### src/rtl/rtc_pkg.sv
// rtl/rtc_pkg.sv - shared limits and 12-hour display mapping for the hms counter
package rtc_pkg;

    localparam int SEC_MAX = 59;
    localparam int MIN_MAX = 59;
    localparam int HRS_MAX = 23;

    // Internal 24-hour value to 12-hour display value: 0 -> 12, 13..23 -> h-12.
    function automatic logic [31:0] to_12h(input logic [31:0] hours);
        if (hours == 32'd0) begin
            return 32'd12;
        end else if (hours > 32'd12) begin
            return hours - 32'd12;
        end else begin
            return hours;
        end
    endfunction

endpackage

### src/rtl/rtc_mod_counter.sv
// rtl/rtc_mod_counter.sv - modulo (MAX_VAL+1) field counter with load and wrap
//   clk, reset (async active-low), en (advance), load/load_val (overrides en),
//   count (current value), wrap (combinational: en while count == MAX_VAL)
module rtc_mod_counter #(
    parameter int WIDTH   = 6,
    parameter int MAX_VAL = 59
) (
    input  logic             clk,
    input  logic             reset,
    input  logic             en,
    input  logic             load,
    input  logic [WIDTH-1:0] load_val,
    output logic [WIDTH-1:0] count,
    output logic             wrap
);

    logic [WIDTH-1:0] count_q;
    logic [WIDTH-1:0] count_d;
    logic             at_max;

    assign at_max = (count_q == WIDTH'(MAX_VAL));
    assign wrap   = en && at_max;
    assign count  = count_q;

    always_comb begin
        count_d = count_q;
        if (load) begin
            count_d = load_val;
        end else if (en) begin
            count_d = at_max ? '0 : count_q + WIDTH'(1);
        end
    end

    always_ff @(posedge clk or negedge reset) begin
        if (!reset) begin
            count_q <= '0;
        end else begin
            count_q <= count_d;
        end
    end

endmodule

### src/rtl/rtc_hms_counter.sv
// rtl/rtc_hms_counter.sv - hours/minutes/seconds counter with prescaler, load and 12/24h display
//   clk, reset (async active-low), run, mode_12h
//   load, load_sec/min/hrs -> load_err
//   count_sec/min/hrs, pm, sec_stb/min_stb/hrs_stb/day_stb
//   alarm_en, alarm_hrs, alarm_min -> alarm_hit (logic present only with RTC_HMS_ALARM_EN)
module rtc_hms_counter
    import rtc_pkg::*;
#(
    parameter int TICKS_PER_SEC = 100,
    parameter int CNT_W         = 6,
    parameter int PRE_W         = 16
) (
    input  logic             clk,
    input  logic             reset,
    input  logic             run,
    input  logic             mode_12h,
    input  logic             load,
    input  logic [CNT_W-1:0] load_sec,
    input  logic [CNT_W-1:0] load_min,
    input  logic [CNT_W-1:0] load_hrs,
    output logic             load_err,
    output logic [CNT_W-1:0] count_sec,
    output logic [CNT_W-1:0] count_min,
    output logic [CNT_W-1:0] count_hrs,
    output logic             pm,
    output logic             sec_stb,
    output logic             min_stb,
    output logic             hrs_stb,
    output logic             day_stb,
    input  logic             alarm_en,
    input  logic [CNT_W-1:0] alarm_hrs,
    input  logic [CNT_W-1:0] alarm_min,
    output logic             alarm_hit
);

    logic [PRE_W-1:0] pre_q, pre_d;
    logic             tick;
    logic             load_ok, load_bad;
    logic             sec_en;
    logic             sec_wrap, min_wrap, hrs_wrap;
    logic [CNT_W-1:0] sec_val, min_val, hrs_val;
    logic             sec_stb_q, min_stb_q, hrs_stb_q, day_stb_q, load_err_q;

    assign tick = run && (pre_q == PRE_W'(TICKS_PER_SEC - 1));

    assign load_ok  = load && (load_sec <= CNT_W'(SEC_MAX))
                           && (load_min <= CNT_W'(MIN_MAX))
                           && (load_hrs <= CNT_W'(HRS_MAX));
    assign load_bad = load && !load_ok;

    // A valid load swallows a coincident tick so the new time starts a full second.
    assign sec_en = tick && !load_ok;

    always_comb begin
        pre_d = pre_q;
        if (load_ok) begin
            pre_d = '0;
        end else if (run) begin
            pre_d = tick ? '0 : pre_q + PRE_W'(1);
        end
    end

    always_ff @(posedge clk or negedge reset) begin
        if (!reset) begin
            pre_q      <= '0;
            sec_stb_q  <= 1'b0;
            min_stb_q  <= 1'b0;
            hrs_stb_q  <= 1'b0;
            day_stb_q  <= 1'b0;
            load_err_q <= 1'b0;
        end else begin
            pre_q      <= pre_d;
            sec_stb_q  <= sec_en;
            min_stb_q  <= sec_wrap;
            hrs_stb_q  <= min_wrap;
            day_stb_q  <= hrs_wrap;
            load_err_q <= load_bad;
        end
    end

    rtc_mod_counter #(.WIDTH(CNT_W), .MAX_VAL(SEC_MAX)) u_sec (
        .clk(clk), .reset(reset), .en(sec_en), .load(load_ok),
        .load_val(load_sec), .count(sec_val), .wrap(sec_wrap)
    );

    rtc_mod_counter #(.WIDTH(CNT_W), .MAX_VAL(MIN_MAX)) u_min (
        .clk(clk), .reset(reset), .en(sec_wrap), .load(load_ok),
        .load_val(load_min), .count(min_val), .wrap(min_wrap)
    );

    rtc_mod_counter #(.WIDTH(CNT_W), .MAX_VAL(HRS_MAX)) u_hrs (
        .clk(clk), .reset(reset), .en(min_wrap), .load(load_ok),
        .load_val(load_hrs), .count(hrs_val), .wrap(hrs_wrap)
    );

    assign count_sec = sec_val;
    assign count_min = min_val;
    assign count_hrs = mode_12h ? CNT_W'(to_12h(32'(hrs_val))) : hrs_val;
    assign pm        = (hrs_val >= CNT_W'(12));
    assign sec_stb   = sec_stb_q;
    assign min_stb   = min_stb_q;
    assign hrs_stb   = hrs_stb_q;
    assign day_stb   = day_stb_q;
    assign load_err  = load_err_q;

`ifdef RTC_HMS_ALARM_EN
    logic [CNT_W-1:0] nxt_min, nxt_hrs;
    logic             alarm_valid;
    logic             alarm_hit_q;

    // Time the counter is about to show; only a seconds wrap can land on hh:mm:00.
    always_comb begin
        nxt_min = min_wrap ? '0 : min_val + CNT_W'(1);
        nxt_hrs = hrs_val;
        if (min_wrap) begin
            nxt_hrs = hrs_wrap ? '0 : hrs_val + CNT_W'(1);
        end
    end

    assign alarm_valid = (alarm_hrs <= CNT_W'(HRS_MAX)) && (alarm_min <= CNT_W'(MIN_MAX));

    always_ff @(posedge clk or negedge reset) begin
        if (!reset) begin
            alarm_hit_q <= 1'b0;
        end else begin
            alarm_hit_q <= alarm_en && alarm_valid && sec_wrap
                           && (nxt_min == alarm_min) && (nxt_hrs == alarm_hrs);
        end
    end

    assign alarm_hit = alarm_hit_q;
`else
    logic unused_alarm;
    assign unused_alarm = ^{alarm_en, alarm_hrs, alarm_min};
    assign alarm_hit    = 1'b0;
`endif

endmodule

### config.mk
export PLATFORM = sky130hd
export DESIGN_NAME = rtc_hms_counter
export DESIGN_NICKNAME = d
export VERILOG_FILES = /design/src/rtl/rtc_pkg.sv /design/src/rtl/rtc_mod_counter.sv /design/src/rtl/rtc_hms_counter.sv
export SDC_FILE = /design/constraint.sdc
export NUM_CORES = 1
export LEC_CHECK = 0
export ABC_AREA = 1
export CAP_MARGIN = 20
export CORE_ASPECT_RATIO = 2
export CORE_MARGIN = 2
export CORE_UTILIZATION = 45
export CTS_CLUSTER_DIAMETER = 200
export DETAILED_ROUTE_END_ITERATION = 8
export GPL_TIMING_DRIVEN = 1
export PLACE_DENSITY_LB_ADDON = 0.25
export SYNTH_ARGS = -nofsm -noshare
export SYNTH_HDL_FRONTEND = slang
export SYNTH_SLANG_ARGS = --single-unit
export TNS_END_PERCENT = 30
### constraint.sdc
create_clock -name clk -period 1.5 [get_ports clk]
set_input_delay 0.225 -clock clk [delete_from_list [all_inputs] [get_ports clk]]
set_output_delay 0.225 -clock clk [all_outputs]
set_load 0.03 [all_outputs]
# Word-level counts from Yosys, hierarchy flattened
# Index checks and enable logic that the tools add are counted.
[op_classes]
eq_ne = 4
n_mux = 15
n_bitwise = 0
n_reduce_logical = 15
multipliers = 0
shifts = 0
order_cmp = 5
div = 0
addsub = 5
[ops]
columns = ["operator", "n"]
rows = [
  ["two-way mux 6 bit", 12],
  ["two-way mux 16 bit", 3],
  ["adder 6 x 1 -> 6 bit, second input constant", 3],
  ["adder 16 x 1 -> 16 bit, second input constant", 1],
  ["== test 16 x 7 -> 1 bit, second input constant", 1],
  ["== test 6 bit, second input constant", 2],
  ["less-or-equal comparator 6 bit, second input constant", 2],
  ["logical AND 1 bit", 9],
  ["nonzero test 2 bit", 4],
  ["== test 6 x 5 -> 1 bit, second input constant", 1],
  ["greater-or-equal comparator 6 x 4 -> 1 bit, second input constant", 1],
  ["greater-than comparator 6 x 4 -> 1 bit, second input constant", 1],
  ["less-or-equal comparator 6 x 5 -> 1 bit, second input constant", 1],
  ["logical NOT 6 bit", 1],
  ["subtractor 6 x 4 -> 6 bit, second input constant", 1],
  ["logical NOT 1 bit", 1],
]
[totals]
latchBits = 0
out_inout_bits = 25
memories = 0
reg_bits = 39
mem_bits_ro = 0
ram_bits = 0
input_bits = 36
word_cells = 53

# Logic depth before layout (Yosys ltp)
# Gate-level depths: netlist (run 1).
[logic_depth]
word_depth = 10
ltp_mapped = 11
depth_no_buf = 11

# Cells and area by module
# A second synthesis (run 1) with hierarchy kept.
[unflattened]
cells_unflattened = 369
hier_area_um2 = 2730.1
[modules_own_cells]
columns = ["module", "cells_each", "area_each_um2", "instances", "seq_area_each_um2"]
rows = [
  ["rtc_hms_counter", 210, 1491.4, 1, 525.5],
  ["rtc_mod_counter (u_min ...)", 54, 424.2, 2, 150.1],
  ["rtc_mod_counter (u_hrs)", 51, 390.4, 1, 150.1],
]

# Worst setup path after synthesis (run 1)
# No wires, ideal clock.
[synth_path]
path_kind = "reg2out"
start = "register u_hrs.count_q[2] (netlist: u_hrs.count[2])"
end = "output count_hrs[5]"
stages_incl_launch_ff = 7
path_buffers = 0
required_ns = 1.275
t_arrival_ns = 1.539
path_slack_ns = -0.264
path_cell_list = "dfrtp_1 > ha_1 > inv_1 > o21ai_0 > nand2_1 > nor2_1 > xor2_1"
[synth_between]
elab_chain_cells = 4
elab_cells_between_ends = 6
classes_between = "add/sub (1); order compare (1); mux (3); reduce/logical (1)"
[synth_lines]
columns = ["item", "line", "text"]
rows = [
  ["start, declared", "rtc_mod_counter.sv:17", "logic [WIDTH-1:0] count_q;"],
  ["start signal, assigned", "rtc_mod_counter.sv:38", "count_q <= count_d;"],
  ["subtractor 6 x 4 -> 6 bit / greater-than comparator 6 x 4 -> 1 bit (equally long branches)", "rtc_pkg.sv:13, rtc_pkg.sv:12", ""],
  ["two-way mux 6 bit", "rtc_pkg.sv:12", "end else if (hours > 32'd12) begin"],
  ["two-way mux 6 bit *", "rtc_pkg.sv:10", "if (hours == 32'd0) begin"],
  ["two-way mux 6 bit *", "rtc_hms_counter.sv:98", "assign count_hrs = mode_12h ? CNT_W'(to_12h(32'(hrs_val))) : hrs_val;"],
  ["end, declared", "rtc_hms_counter.sv:24", "output logic [CNT_W-1:0] count_hrs,"],
]
# Mark *: on every way between the ends. The rest lies on a longest branch, timed or not.

# Worst setup path after layout (run 1)
[layout_path]
start = "register u_hrs.count_q[3] (netlist: u_hrs.count[3])"
end = "output count_hrs[5]"
# The elaborated chain is that of the path after synthesis.

==> results by stage, run 1 <==
Outcome:
- The run finished, with violations left.
- The final reports fail on negative setup slack.

Worst setup path:
- The data arrival time at the worst-slack endpoint is around 1.6 ns.
- The endpoint of the worst-slack reg-to-reg timing path is u_hrs.count[1].
- Along the worst path, the maximum fanout reaches 3.
- The worst register-to-register path begins at pre_q[1].
- The type of the worst setup path is reg2out.
- STA puts the critical path data required time at between 1 and 1.5 ns.
- The setup slack of the most critical reg-to-reg path is -0.08 ns.
- Counting cells, the worst reg-to-reg path comes to 10.
- The kind of end point of the critical path is an output port.
- The startpoint kind of the worst setup timing path is a flop.

Pwr:
- The portion of total power attributed to sequential cells is 0.298.
- In this run the static leakage power is approximately 2.2 nW.
- The net switching fraction of the power is 0.381.
- In this run the power density over the cells is roughly 1100 nW/um^2.
- The power spent charging and discharging nets is 1.80 mW.
- IR analysis of the VDD net gives a maximum drop of between 1 and 1.5 mV.
- The share of total power in the clock network is 0.266.
- The internal power consumption is 2.92 mW.
- Of the total power, combinational logic draws 0.436.

Logic synthesis:
- The combined area of all synthesized cells is roughly 2700 um^2.
- In this run, distinct cell masters in the synthesized netlist total 29.
- For this run, the number of Yosys warnings is 0.
- The share of synthesized area spent on multiplexers is 0.
- The synthesized-area fraction occupied by xor and xnor cells is 0.0427.
- The flip-flop and latch count after synthesis is 39.
- Of the total synthesized cell area, the portion taken by AND, OR, NAND and NOR gates is 0.421.
- The number of cells produced by synthesis is about 380.
- Of the synthesized area, sequential elements account for 0.366.
- Counting every net in the synthesized netlist gives ~430.
- Of the total synthesized cell area, the portion taken by full adders, half adders and majority gates is 0.0375.
- By area, the combinational part of the netlist is dominated by simple AND/OR/NAND/NOR gates.
- The share of the synthesized area in compound gates (AO/OA/AOI/OAI) is 0.0511.
- The synthesized area per cell is around 6.9 um^2.

Die:
- The width of the die is 58.4 um.
- The floorplan has 39 rows.
- The floorplan die area is ~6600 um^2.
- The starting density of the core is 0.467.
- The number of I/O pins is 61.
- The overall die height is ~110 um.
- The core region is between 5000 and 6000 um^2.

Clock tree:
- Buffers inserted during clock tree synthesis total 5.
- In this run the clock root is driven by a sky130_fd_sc_hd__clkbuf_16.
- TritonCTS built the clock tree.
- Clock-pin slew was measured on the worst setup and hold paths at 0.06 ns.
- The later pin in the worst-skew pair is clocked with a latency of roughly 0.28 ns.
- The tree built by TritonCTS fans out to 39 sinks.
- The maximum root-to-sink buffer count is 2.
- The total number of H-tree levels is 2.

Final layout:
- The number of standard cells in the layout, taps in and fillers out is roughly 560.
- Of the cells placed in the final design, the portion with a size suffix greater than 1 is 0.308.
- For this run, the post-layout net count is 543.
- The final standard cell utilization of the core is 0.724.
- The most common library cell in the layout ignoring fill and taps is sky130_fd_sc_hd__nand2_1.
- Fill cells in the final layout number 429.
- Compared with the post-synthesis result, the final layout area differs by 54.9%.
- 0 antenna diodes ended up in the layout.
- The library cells used most frequently in the layout, excluding fill and tap cells, are 114 x sky130_fd_sc_hd__nand2_1, 66 x sky130_fd_sc_hd__buf_4, 54 x sky130_fd_sc_hd__nand3_1.

Hold path:
- The number of instances on the worst hold path is 4.
- The path class of the lowest-slack min-delay path is in2reg.
- The startpoint of the lowest-slack hold path is load_sec[4].
- The hold path endpoint is u_sec.count[4].

Detailed routing:
- The number of detailed-route iterations in the first pass is 4.
- Using the TritonRoute via totals, the vias-per-cell ratio works out to 5.41.
- The remaining routing DRC violations is 0.
- The total number of vias is approximately 3000.
- The starting DRC count in detailed routing is ~110.
- The detailed-route wire length is 8550 um.
- The number of nets with antenna violations after detailed routing is 0.
- The wire length per cell after detailed routing is 15.2 um.

Placed design:
- The count of input and output buffers is between 40 and 50.
- The routability congestion estimate from global placement is between 0.9 and 1.
- Counting tap cells, the placed design contains a total of between 500 and 600 instances.
- Detailed placement ended at an HPWL of between 6000 and 7000 um.
- Prior to clock tree synthesis, the placed netlist has a worst setup slack of -0.373 ns.

GRT:
- The first global-routing pass estimated 13400 um of wire.
- The via count of the first global-routing pass is approximately 3100.
- For this run the aggregate overflow at the end of global routing stands at 0.
- The initial antenna violation count is 0.
- Entering global routing, the biggest net connects 40 pins.
- For this run, the total global-route usage over all layers was measured as 0.263.

Timing:
- Across all setup checks in the final design, the least slack found is -0.298 ns.
- Across the routed clock network, the largest skew measured is about 0.0057 ns.
- The final critical path time including I/O delays and setup is about 1.8 ns.
- The number of setup violations in the final report is 18.
- The final number of max-transition violations is 0.
- The number of failing hold endpoints at the final stage is 0.
- Setup repair after global routing could not meet its margin everywhere.
- In the finished design, the share of the clock period the worst path needs comes to 1.20.
- Based on the critical path, the design can be clocked at up to approximately 560 MHz.

Run:
- The max-capacitance violation count is 0.
## flip-flops by register name, indices dropped and copies added, names as in the netlist
| name | cells |
|---|---|
| hrs_stb | 1 |
| u_sec.count | 6 |
| min_stb | 1 |
| u_min.count | 6 |
| sec_stb | 1 |
| load_err | 1 |
| u_hrs.count | 6 |
| day_stb | 1 |
| pre_q | 16 |
## routing by layer
layer,GRT usage,part of all wire
met5,0,0
met4,0.147,0.044
met3,0.0331,0.033
met2,0.536,0.61
met1,0.221,0.31
## critical path, cell delays in order (launching register included)
cell	delay, ns
sky130_fd_sc_hd__dfrtp_2	0.41
sky130_fd_sc_hd__ha_4	0.16
sky130_fd_sc_hd__inv_4	0.04
sky130_fd_sc_hd__o21ai_2	0.15
sky130_fd_sc_hd__nand2_2	0.11
sky130_fd_sc_hd__nor2_4	0.13
sky130_fd_sc_hd__xor2_2	0.15
sky130_fd_sc_hd__buf_6	0.14
## synth_stat cells
cell | n | area (um^2)
sky130_fd_sc_hd__or2_2 | 1 | 6.26
sky130_fd_sc_hd__o31ai_1 | 1 | 7.51
sky130_fd_sc_hd__buf_4 | 2 | 15.0
sky130_fd_sc_hd__a21oi_1 | 3 | 15.0
sky130_fd_sc_hd__inv_4 | 1 | 6.26
sky130_fd_sc_hd__nor2_4 | 3 | 33.8
sky130_fd_sc_hd__inv_2 | 4 | 15.0
sky130_fd_sc_hd__o21a_1 | 1 | 7.51
sky130_fd_sc_hd__o21ai_0 | 15 | 75.1
sky130_fd_sc_hd__dfrtp_1 | 39 | 976
sky130_fd_sc_hd__buf_6 | 2 | 22.5
sky130_fd_sc_hd__clkinv_2 | 1 | 5.00
sky130_fd_sc_hd__inv_1 | 35 | 131
sky130_fd_sc_hd__ha_1 | 8 | 100
sky130_fd_sc_hd__nand2_1 | 125 | 469
sky130_fd_sc_hd__nand2_4 | 1 | 11.3
sky130_fd_sc_hd__xnor2_1 | 3 | 26.3
sky130_fd_sc_hd__xor2_1 | 10 | 87.6
sky130_fd_sc_hd__o211ai_1 | 2 | 15.0
sky130_fd_sc_hd__o21ai_4 | 1 | 16.3
sky130_fd_sc_hd__nor2_2 | 4 | 25.0
sky130_fd_sc_hd__nand3_1 | 58 | 290
sky130_fd_sc_hd__nand4_1 | 14 | 87.6
sky130_fd_sc_hd__buf_2 | 4 | 20.0
sky130_fd_sc_hd__nor2_1 | 32 | 120
sky130_fd_sc_hd__nor3_2 | 1 | 10.0
sky130_fd_sc_hd__conb_1 | 1 | 3.75
sky130_fd_sc_hd__nand2_2 | 7 | 43.8
sky130_fd_sc_hd__nor3_1 | 5 | 25.0
## worst max path at each step
stage                        start             end  slack (ns)  cells past startpoint
floorplan           u_hrs.count[2]    count_hrs[3]       -0.13                      6
global placement       load_min[3]  u_sec.count[2]       -0.33                      9
detailed placement     load_min[4]  u_min.count[0]       -0.37                     10
CTS                 u_hrs.count[3]    count_hrs[3]       -0.27                      7
global route        u_hrs.count[3]    count_hrs[3]       -0.34                      5
finish              u_hrs.count[3]    count_hrs[5]       -0.30                      7
## cells by family after synthesis
kind of cell               count (synthesis)
other                                      1
adders and majority gates                  8
AOI/OAI and AO/OA                         23
xor gates and xnor gates                  13
and+or+nand+nor                          251
buffers and inverters                     49
DFF                                       39
## cell type report
type                       instances  area, um^2  share of cell area
multi-input combinational        296        1700               0.412
timing repair buffer             116        1020               0.247
tap                               61        76.3              0.0185
inverter                          41         178              0.0430
sequential                        39         981               0.237
clock inverter                     2        35.0             0.00848
clock buffer                       6         139              0.0336
## per-stage QoR
step                hold slack, ns  setup TNS [ns]  instance area, um^2  power, mW
detailed placement           0.218          -11.76                 3660       3.31
global route                 0.335           -3.49                 4130       4.94
floorplan                  -0.0706          -0.339                 2710       2.48
global placement             0.211          -11.20                 3660       3.28
finish                       0.309           -2.15                 4130       4.71
CTS                          0.450           -1.44                 3960       4.63
## power by group through the flow
stage / combinational (mW) / clock, mW / sequential, mW
3_3_place_gp: 1.86 / 0 / 1.42
5_1_grt: 2.21 / 1.31 / 1.43
6_report: 2.05 / 1.25 / 1.41
4_1_cts: 1.96 / 1.27 / 1.40
2_1_floorplan: 0.871 / 0 / 1.61
3_5_place_dp: 1.89 / 0 / 1.43
## timing repair
item	4_1_cts	5_1_grt
setup buffers	3	2
resized for setup	48	45
endpoints found under the setup margin	49	45
hold buffers	1	0
hold endpoints to repair	39	0
pin swaps	6	7
Note: power is estimated with default switching activity, not from simulation.
==> run 2: changes to the inputs <==
--- a/config.mk
+++ b/config.mk
@@ -5,7 +5,6 @@
 export SDC_FILE = /design/constraint.sdc
 export NUM_CORES = 1
 export LEC_CHECK = 0
-export ABC_AREA = 1
 export CAP_MARGIN = 20
 export CORE_ASPECT_RATIO = 2
 export CORE_MARGIN = 2
==> constraint.sdc (replaced) <==
create_clock -name clk -period 1.76 [get_ports clk]
set_input_delay 0.264 -clock clk [delete_from_list [all_inputs] [get_ports clk]]
set_output_delay 0.264 -clock clk [all_outputs]
set_load 0.03 [all_outputs]
==> results by stage, run 2 <==
Logic synthesis:
- The number of cells produced by synthesis is around 270.
- The number of nets in the synthesized netlist is 318.
- The share of synthesized area in the top cell type comes to 0.405.
- For this run, the number of Yosys warnings is 0.
- Counting flops with a built-in enable in the synthesized netlist gives 0.
- The share of async-settable or async-resettable flops after synthesis is 1.00.
- The synthesized area per cell is 8.79 um^2.
- The combined area of all synthesized cells is approximately 2400 um^2.
- sky130_fd_sc_hd__dfrtp_1 is the most common cell in the netlist.
- The distinct cell type count of the synthesized netlist is 45.
- The proportion of synthesized chip area in sequential cells is 0.405.
- The flip-flop and latch count after synthesis is 39.
- The synthesized design spends more area on one cell type than any other, namely sky130_fd_sc_hd__dfrtp_1.
- Yosys attributes the largest share of cell area to sky130_fd_sc_hd__dfrtp_1 41%, sky130_fd_sc_hd__nor2_1 5.9%, sky130_fd_sc_hd__a31oi_1 4.2%.
- For this run, the leading register cell type out of synthesis is sky130_fd_sc_hd__dfrtp_1.
- Ranked by instance count, the synthesized netlist is headed by 39 x sky130_fd_sc_hd__dfrtp_1, 38 x sky130_fd_sc_hd__nor2_1, 20 x sky130_fd_sc_hd__nand2_1.

Worst setup path:
- Counting both buffers and inverters, the worst setup path holds a total of 2.
- The signal on the critical path passes through inv_1, ha_2, nand2b_4, a21o_1, a211oi_2, xor2_2, buf_6.
- STA classifies the critical path startpoint as a flop.
- The data arrival time at the worst-slack endpoint is about 1.8 ns.
- The kind of cell adding the most delay to the critical path is compound AO/OA/AOI/OAI gates.
- The kind of end point of the critical path is an output port.
- At the worst endpoint, the required time is 1.50 ns.
- The largest individual stage delay along the critical path comes from the cell sky130_fd_sc_hd__dfrtp_1.
- The critical path is of the reg2out type.
- The critical-path maximum fanout is 2.
- The critical path's largest stage delay is between 0.3 and 0.4 ns.

Die:
- The area of the core is between 5000 and 6000 um^2.
- The overall die height is ~110 um.
- The die covers 5990 um^2.
- The starting density of the core is 0.468.
- Measured along the x axis, the die boundary spans roughly 56 um.
- In this run the count of I/O pins placed on the die edge is a little over 60.
- In this run the core area contains 37 standard-cell rows.

Timing:
- The share of the cycle needed by the critical path after routing is 1.15.
- For the final database, setup skew stands at ~0.008 ns.
- Once routing completed, OpenROAD measured the worst setup slack at -0.258 ns.
- Setup repair after global routing could not meet its margin everywhere.
- The worst hold margin is 0.459 ns.
- The smallest clock period supported by the final layout is computed as roughly 2.0 ns.
- The final number of max-transition violations is 0.
- Setup violations remaining at the end of the flow were counted as 9.
- The number of failing hold endpoints at the final stage is 0.
- The achievable frequency is around 500 MHz.

Final layout:
- The count of inserted antenna diode cells is 0.
- Compared with the post-synthesis result, the final layout area differs by 56.4%.
- The register with the most flip-flops in the layout has 16 of them.
- Of the cells placed in the final design, the portion with a size suffix greater than 1 is 0.321.
- The area of all placed cells without fillers is 3770 um^2.
- The register with the most flip-flops in the final layout is pre_q.
- The final layout contains around 430 nets.
- Leaving out fill and tap cells, the most frequent cells in the layout are 67 x sky130_fd_sc_hd__buf_4, 37 x sky130_fd_sc_hd__nor2_1, 34 x sky130_fd_sc_hd__clkdlybuf4s50_1.
- The most common library cell in the layout ignoring fill and taps is sky130_fd_sc_hd__buf_4.

Detailed routing:
- The starting DRC count in detailed routing is 84.
- In the routed layout, each cell is associated on average with a via count of 5.80.
- The final route contains around 2600 vias.
- The wire length per cell after detailed routing is about 16 um.
- In the routed design, unresolved DRC markers number 0.
- The number of nets with antenna violations after detailed routing is 0.
- For this block, the routed nets add up to about 7300 um of wire.
- The pre-antenna-repair detailed-routing pass consisted of 4 iterations.

Hold path:
- The path class of the lowest-slack min-delay path is in2async.

Placed design:
- The congestion estimate from routability-driven global placement came to roughly 0.84.
- The count of input and output buffers is 46.
- The estimated wirelength of the detail-placed design is 5090 um.
- Once placement finished, the instance area stood at 3460 um^2.
- The worst setup slack after placement is -0.322 ns.

Clock tree:
- The clock drives 39 sinks.
- The insertion delay to the later sink of the worst-skew pair is roughly 0.30 ns.
- The total number of H-tree levels is 2.
- The maximum root-to-sink buffer count is 2.
- The clock root buffer master is sky130_fd_sc_hd__clkbuf_8.
- TritonCTS built the clock tree.
- Clock-pin slew was measured on the worst setup and hold paths at around 0.08 ns.
- In this run, CTS created clock tree buffers numbering 5.

GRT:
- In the global route stage, overall resource usage came out at 0.239.
- The largest net degree at the start of global routing is 40.
- For this run, global-route usage on met2 was measured as 0.457.
- The initial antenna violation count is 0.
- The first global-routing pass estimated between 10000 and 15000 um of wire.
- The layer carrying the most global-route usage is met2.
- In the global route stage, met3 resource usage came out at 0.0325.
- The via count of the first global-routing pass is about 2600.
- For met1 alone, demand over resource in global routing was 0.258.
- The residual overflow from global routing is 0.

Pwr:
- The power density of the placed cells is between 800 and 900 nW/um^2.
- IR analysis of the VDD net gives a maximum drop of between 0.7 and 0.8 mV.
- For this design the static power due to leakage is 1.65 nW.

Outcome:
- The checks that failed: negative setup slack.
- The run finished, with violations left.

Run:
- Max-cap violations in this run came to 0.
==> run 2: changes by cell type in the layout (fill, tap and decap cells not counted), moves of 7 or more <==
cell	before	now
sky130_fd_sc_hd__nor4_1	0	8
sky130_fd_sc_hd__inv_1	31	4
sky130_fd_sc_hd__dlygate4sd2_1	14	2
sky130_fd_sc_hd__nor2_4	12	0
sky130_fd_sc_hd__nand3_1	54	17
sky130_fd_sc_hd__nor2_1	19	37
sky130_fd_sc_hd__nand2_1	114	20
sky130_fd_sc_hd__nor2_2	8	1
sky130_fd_sc_hd__nand2_2	13	0
sky130_fd_sc_hd__a31oi_1	0	16
sky130_fd_sc_hd__clkdlybuf4s50_1	17	34
==> run 2: routing by layer <==
| metal | routed length, um | vias to the layer above | part of all wire |
|---|---|---|---|
| met5 | 0 | - | 0 |
| met3 | 210 | 14 | 0.029 |
| met4 | 129 | 0 | 0.018 |
| met1 | 2710 | 1275 | 0.37 |
| li1 | - | 1229 | - |
| met2 | 4270 | 76 | 0.58 |
==> run 2: cell families after synthesis <==
family / count (synthesis) / share of synthesized area
buffers and inverters: 21 / 0.0379
other: 1 / 0.00156
muxes: 6 / 0.0249
xor gates and xnor gates: 11 / 0.0400
AOI/OAI and AO/OA: 44 / 0.113
DFF: 39 / 0.405
and+or+nand+nor: 144 / 0.335
adders and majority gates: 8 / 0.0416
==> run 2: final timing paths <==
path,slack (ns),startpoint,end,cells after the start
worst max-delay path,-0.26,u_hrs.count[0],count_hrs[5],7
worst min register to register,0.61,pre_q[15],pre_q[15],2
min in group clk,0.54,load_min[1],u_min.count[1],3
worst min-delay path,0.46,reset,u_min.count[3],3
worst max register to register,-0.13,u_sec.count[0],u_hrs.count[0],5
max in group asynchronous,1.08,reset,u_hrs.count[3],3
==> run 2: repair_timing <==
action | in CTS | in global routing
gates resized for setup | 31 | 25
endpoints found under the hold margin | 39 | 0
buffers inserted | 0 | 5
cloned | 0 | 1
setup endpoints to repair | 17 | 20
hold buffers | 1 | 0
pin swaps | 8 | 14
==> run 2: stage by stage <==
stage / std cells / power (mW) / setup TNS, ns / utilization
3_3_place_gp: 432 / 2.23 / -2.74 / 0.674
2_1_floorplan: 274 / 1.67 / -0.272 / -
4_1_cts: 441 / 3.07 / -1.09 / 0.709
6_report: 447 / 3.16 / -1.12 / 0.733
3_5_place_dp: 432 / 2.25 / -3.39 / 0.674
5_1_grt: 447 / 3.30 / -2.07 / 0.733
==> run 2: worst register-to-register path, stage by stage, from the launching register on <==
cell	delay [ns]
sky130_fd_sc_hd__dfrtp_2	0.40
sky130_fd_sc_hd__ha_4	0.14
sky130_fd_sc_hd__and4b_2	0.28
sky130_fd_sc_hd__nand4_1	0.25
sky130_fd_sc_hd__or4_4	0.61
sky130_fd_sc_hd__a31oi_1	0.13
==> run 2: power by group <==
part	switching [mW]	total, mW	internal (mW)
clock	0.333	0.792	0.459
sequential	0.0930	1.09	0.993
combinational	0.660	1.28	0.624
==> run 2: final cells by class <==
type,count,area [um^2]
sequential,39,983
multi-input combinational,214,1480
timing repair buffer,122,1090
clock inverter,2,35.0
tap,58,72.6
inverter,6,22.5
fill,381,1370
clock buffer,6,82.6
==> run 3: changes to the inputs <==
--- a/config.mk
+++ b/config.mk
@@ -5,6 +5,7 @@
 export SDC_FILE = /design/constraint.sdc
 export NUM_CORES = 1
 export LEC_CHECK = 0
+export ABC_AREA = 0
 export CAP_MARGIN = 20
 export CORE_ASPECT_RATIO = 2
 export CORE_MARGIN = 2
==> constraint.sdc (replaced) <==
create_clock -name clk -period 1.76 [get_ports clk]
set_input_delay 0.264 -clock clk [delete_from_list [all_inputs] [get_ports clk]]
set_output_delay 0.264 -clock clk [all_outputs]
set_load 0.005 [all_outputs]
==> results by stage, run 3 (same netlist as run 2, synthesis figures left out) <==
Pwr:
- Total power for the finished layout comes to 2.93 mW.
- Power spread over the standard cell area amounts to ~800 nW/um^2.
- For this design the static power due to leakage is 1.62 nW.
- Across the VDD grid, the largest voltage drop is 0.677 mV.

Final layout:
- With fillers left out, the area of the finished cells amounts to 3730 um^2.
- In the layout the commonest cells are 69 x sky130_fd_sc_hd__buf_4, 39 x sky130_fd_sc_hd__dfrtp_1, 38 x sky130_fd_sc_hd__clkdlybuf4s50_1.
- After the flow finishes, the layout carries non-filler instances totaling approximately 450.
- The net count of the finished layout is 434.
- In the final layout, the share of cells above drive strength 1 is 0.320.
- The most common library cell in the layout ignoring fill and taps is sky130_fd_sc_hd__buf_4.
- The register with the most flip-flops in the layout has 16 of them.
- The layout overhead on the synthesized area is 54.9%.
- The final standard cell utilization of the core is 0.726.
- The count of inserted antenna diode cells is 0.
- pre_q holds more flip-flops than any other register.

Clock tree:
- The total number of H-tree levels is 2.
- After clock tree synthesis, the clock-pin slew on the worst setup and hold paths is around 0.090 ns.
- The TritonCTS clock tree is done.
- The insertion delay to the later sink of the worst-skew pair is slightly above 0.3 ns.
- For this design, the sink count on the clock tree is 39.
- The number of clock buffers added by TritonCTS is 5.
- The clock passes through at most 2 buffers.
- CTS placed an instance of sky130_fd_sc_hd__clkbuf_8 at the clock tree root.

Die:
- Pin placement for this block handled between 60 and 70 I/O pins.
- For this configuration, the core starts out at a cell density of 0.468.
- In this run the standard cell core region covers 5140 um^2.
- The number of placement rows is 37.
- The floorplan step set the die height to approximately 110 um.
- The width of the die is 55.7 um.
- The die covers 5990 um^2.

Detailed routing:
- The detailed-route vias per instance is ~5.9.
- The first TritonRoute pass finished after 4 iterations.
- Detailed routing placed a total of approximately 340 um of wire on met3.
- In the routed design, unresolved DRC markers number 0.
- The detailed router put a total of 2590 um of wire on met1.
- The total number of vias is around 2700.
- After the first detailed-routing iteration, the DRC count stood at 88.
- Routed signal wires occupy layers up through met4.
- The routed length on met2 is between 4000 and 5000 um.
- The detailed-route wire length is ~7300 um.
- The number of nets with antenna violations after detailed routing is 0.
- In the final routed layout, each cell accounts on average for between 15 and 20 um.

Timing:
- Counting I/O delays and the setup requirement, the final critical path takes slightly above 2 ns.
- The relative slew slack is 0.659.
- Setup repair after global routing could not meet its margin everywhere.
- For this run, the top clock speed supported by timing is between 400 and 500 MHz.
- After layout, the worst setup slack is -0.254 ns.
- Setup violations remaining at the end of the flow were counted as 11.
- Hold is met by between 0.009 and 0.01 ns.
- The final total negative setup slack is -1.44 ns.
- The final number of max-transition violations is 0.
- In the finished design, the share of the clock period the worst path needs comes to 1.14.
- The transition at the pin with the smallest max-transition slack is roughly 0.51 ns.
- The number of failing hold endpoints at the final stage is 0.
- The setup skew after layout is between 0.01 and 0.015 ns.

Worst setup path:
- The worst setup path is launched from a flop.
- The worst register-to-register path ends at u_hrs.count[4].
- The launch instance of the worst register-to-register path is u_sec.count[0].
- The setup slack of the most critical reg-to-reg path is -0.25 ns.
- The critical path is of the reg2reg type.
- For the worst setup path, the data required time is 1.98 ns.
- STA classifies the critical path endpoint as a flop.
- The critical-path maximum fanout is 6.
- The data arrival time at the worst-slack endpoint is roughly 2.2 ns.
- For the worst flop-to-flop path, the logic depth is 6.

Placed design:
- Before CTS, the worst setup slack after placement is -0.403 ns.
- The count of input and output buffers is between 40 and 50.
- The placed instance count is about 430.
- The wire-length estimate of the detail-placed layout is 5160 um.
- Once placement finished, the instance area stood at between 3000 and 4000 um^2.
- At the end of routability-driven placement, the weighted congestion stood at roughly 0.85.

Run:
- The max-capacitance violation count is 0.

GRT:
- The via count of the first global-routing pass is 2609.
- The first global-routing pass estimated ~12000 um of wire.
- Summed over all layers, the global routing overflow is 0.
- In the global route stage, overall resource usage came out at 0.247.
- Entering global routing, the biggest net connects 40 pins.
- The initial antenna violation count is 0.

Outcome:
- The checks that failed: negative setup slack.
- The run finished, with violations left.

Hold path:
- The path class of the tightest hold or removal check is in2async.
==> run 3: cell count changes in the layout (fill, tap and decap cells not counted), moves of 3 or more <==
cell / delta
sky130_fd_sc_hd__clkdlybuf4s50_1: +4
sky130_fd_sc_hd__dfrtp_1: +6
sky130_fd_sc_hd__dfrtp_2: -6
sky130_fd_sc_hd__o21ai_2: +3
==> run 3: repair_timing <==
action / in CTS / in global routing
setup buffers: 1 / 8
pin swaps: 18 / 10
hold buffers: 0 / 0
gates resized for setup: 39 / 26
setup endpoints to repair: 18 / 26
==> run 3: power by group <==
| group | internal (mW) | leakage, nW | switching, mW |
|---|---|---|---|
| registers | 0.989 | 0.485 | 0.0690 |
| clock network | 0.423 | 0.0581 | 0.358 |
| logic | 0.584 | 1.08 | 0.507 |
| total | 2.00 | 1.62 | 0.934 |
==> run 3: how the worst max path moves through the flow <==
stage	startpoint	cells after the start	end
finish	u_sec.count[0]	6	u_hrs.count[4]
floorplan	pre_q[0]	6	u_hrs.count[0]
detailed placement	mode_12h	6	count_hrs[5]
CTS	u_hrs.count[1]	8	count_hrs[5]
global placement	mode_12h	6	count_hrs[5]
global route	u_hrs.count[1]	8	count_hrs[5]
==> run 3: critical path, stage by stage, from the launching register on <==
cell and delay (ns):
sky130_fd_sc_hd__dfrtp_1 0.38, sky130_fd_sc_hd__ha_2 0.19, sky130_fd_sc_hd__and4b_2 0.30, sky130_fd_sc_hd__nand4_1 0.23
sky130_fd_sc_hd__buf_4 0.22, sky130_fd_sc_hd__or4_1 0.46, sky130_fd_sc_hd__a31oi_1 0.14
==> run 3: layer usage <==
layer	track usage	vias up
met4	0.131	0
met1	0.247	1305
met2	0.475	93
li1	-	1231
met3	0.0373	22
met5	0	-
==> run 3: cell type report <==
class	count	area, um^2
repair buffers	124	1070
clock buffers	5	68.8
flip-flops and latches	39	976
clock inverters	3	43.8
inverters	6	27.5
well taps	58	72.6
fillers	389	1410
multi-input cells	214	1470
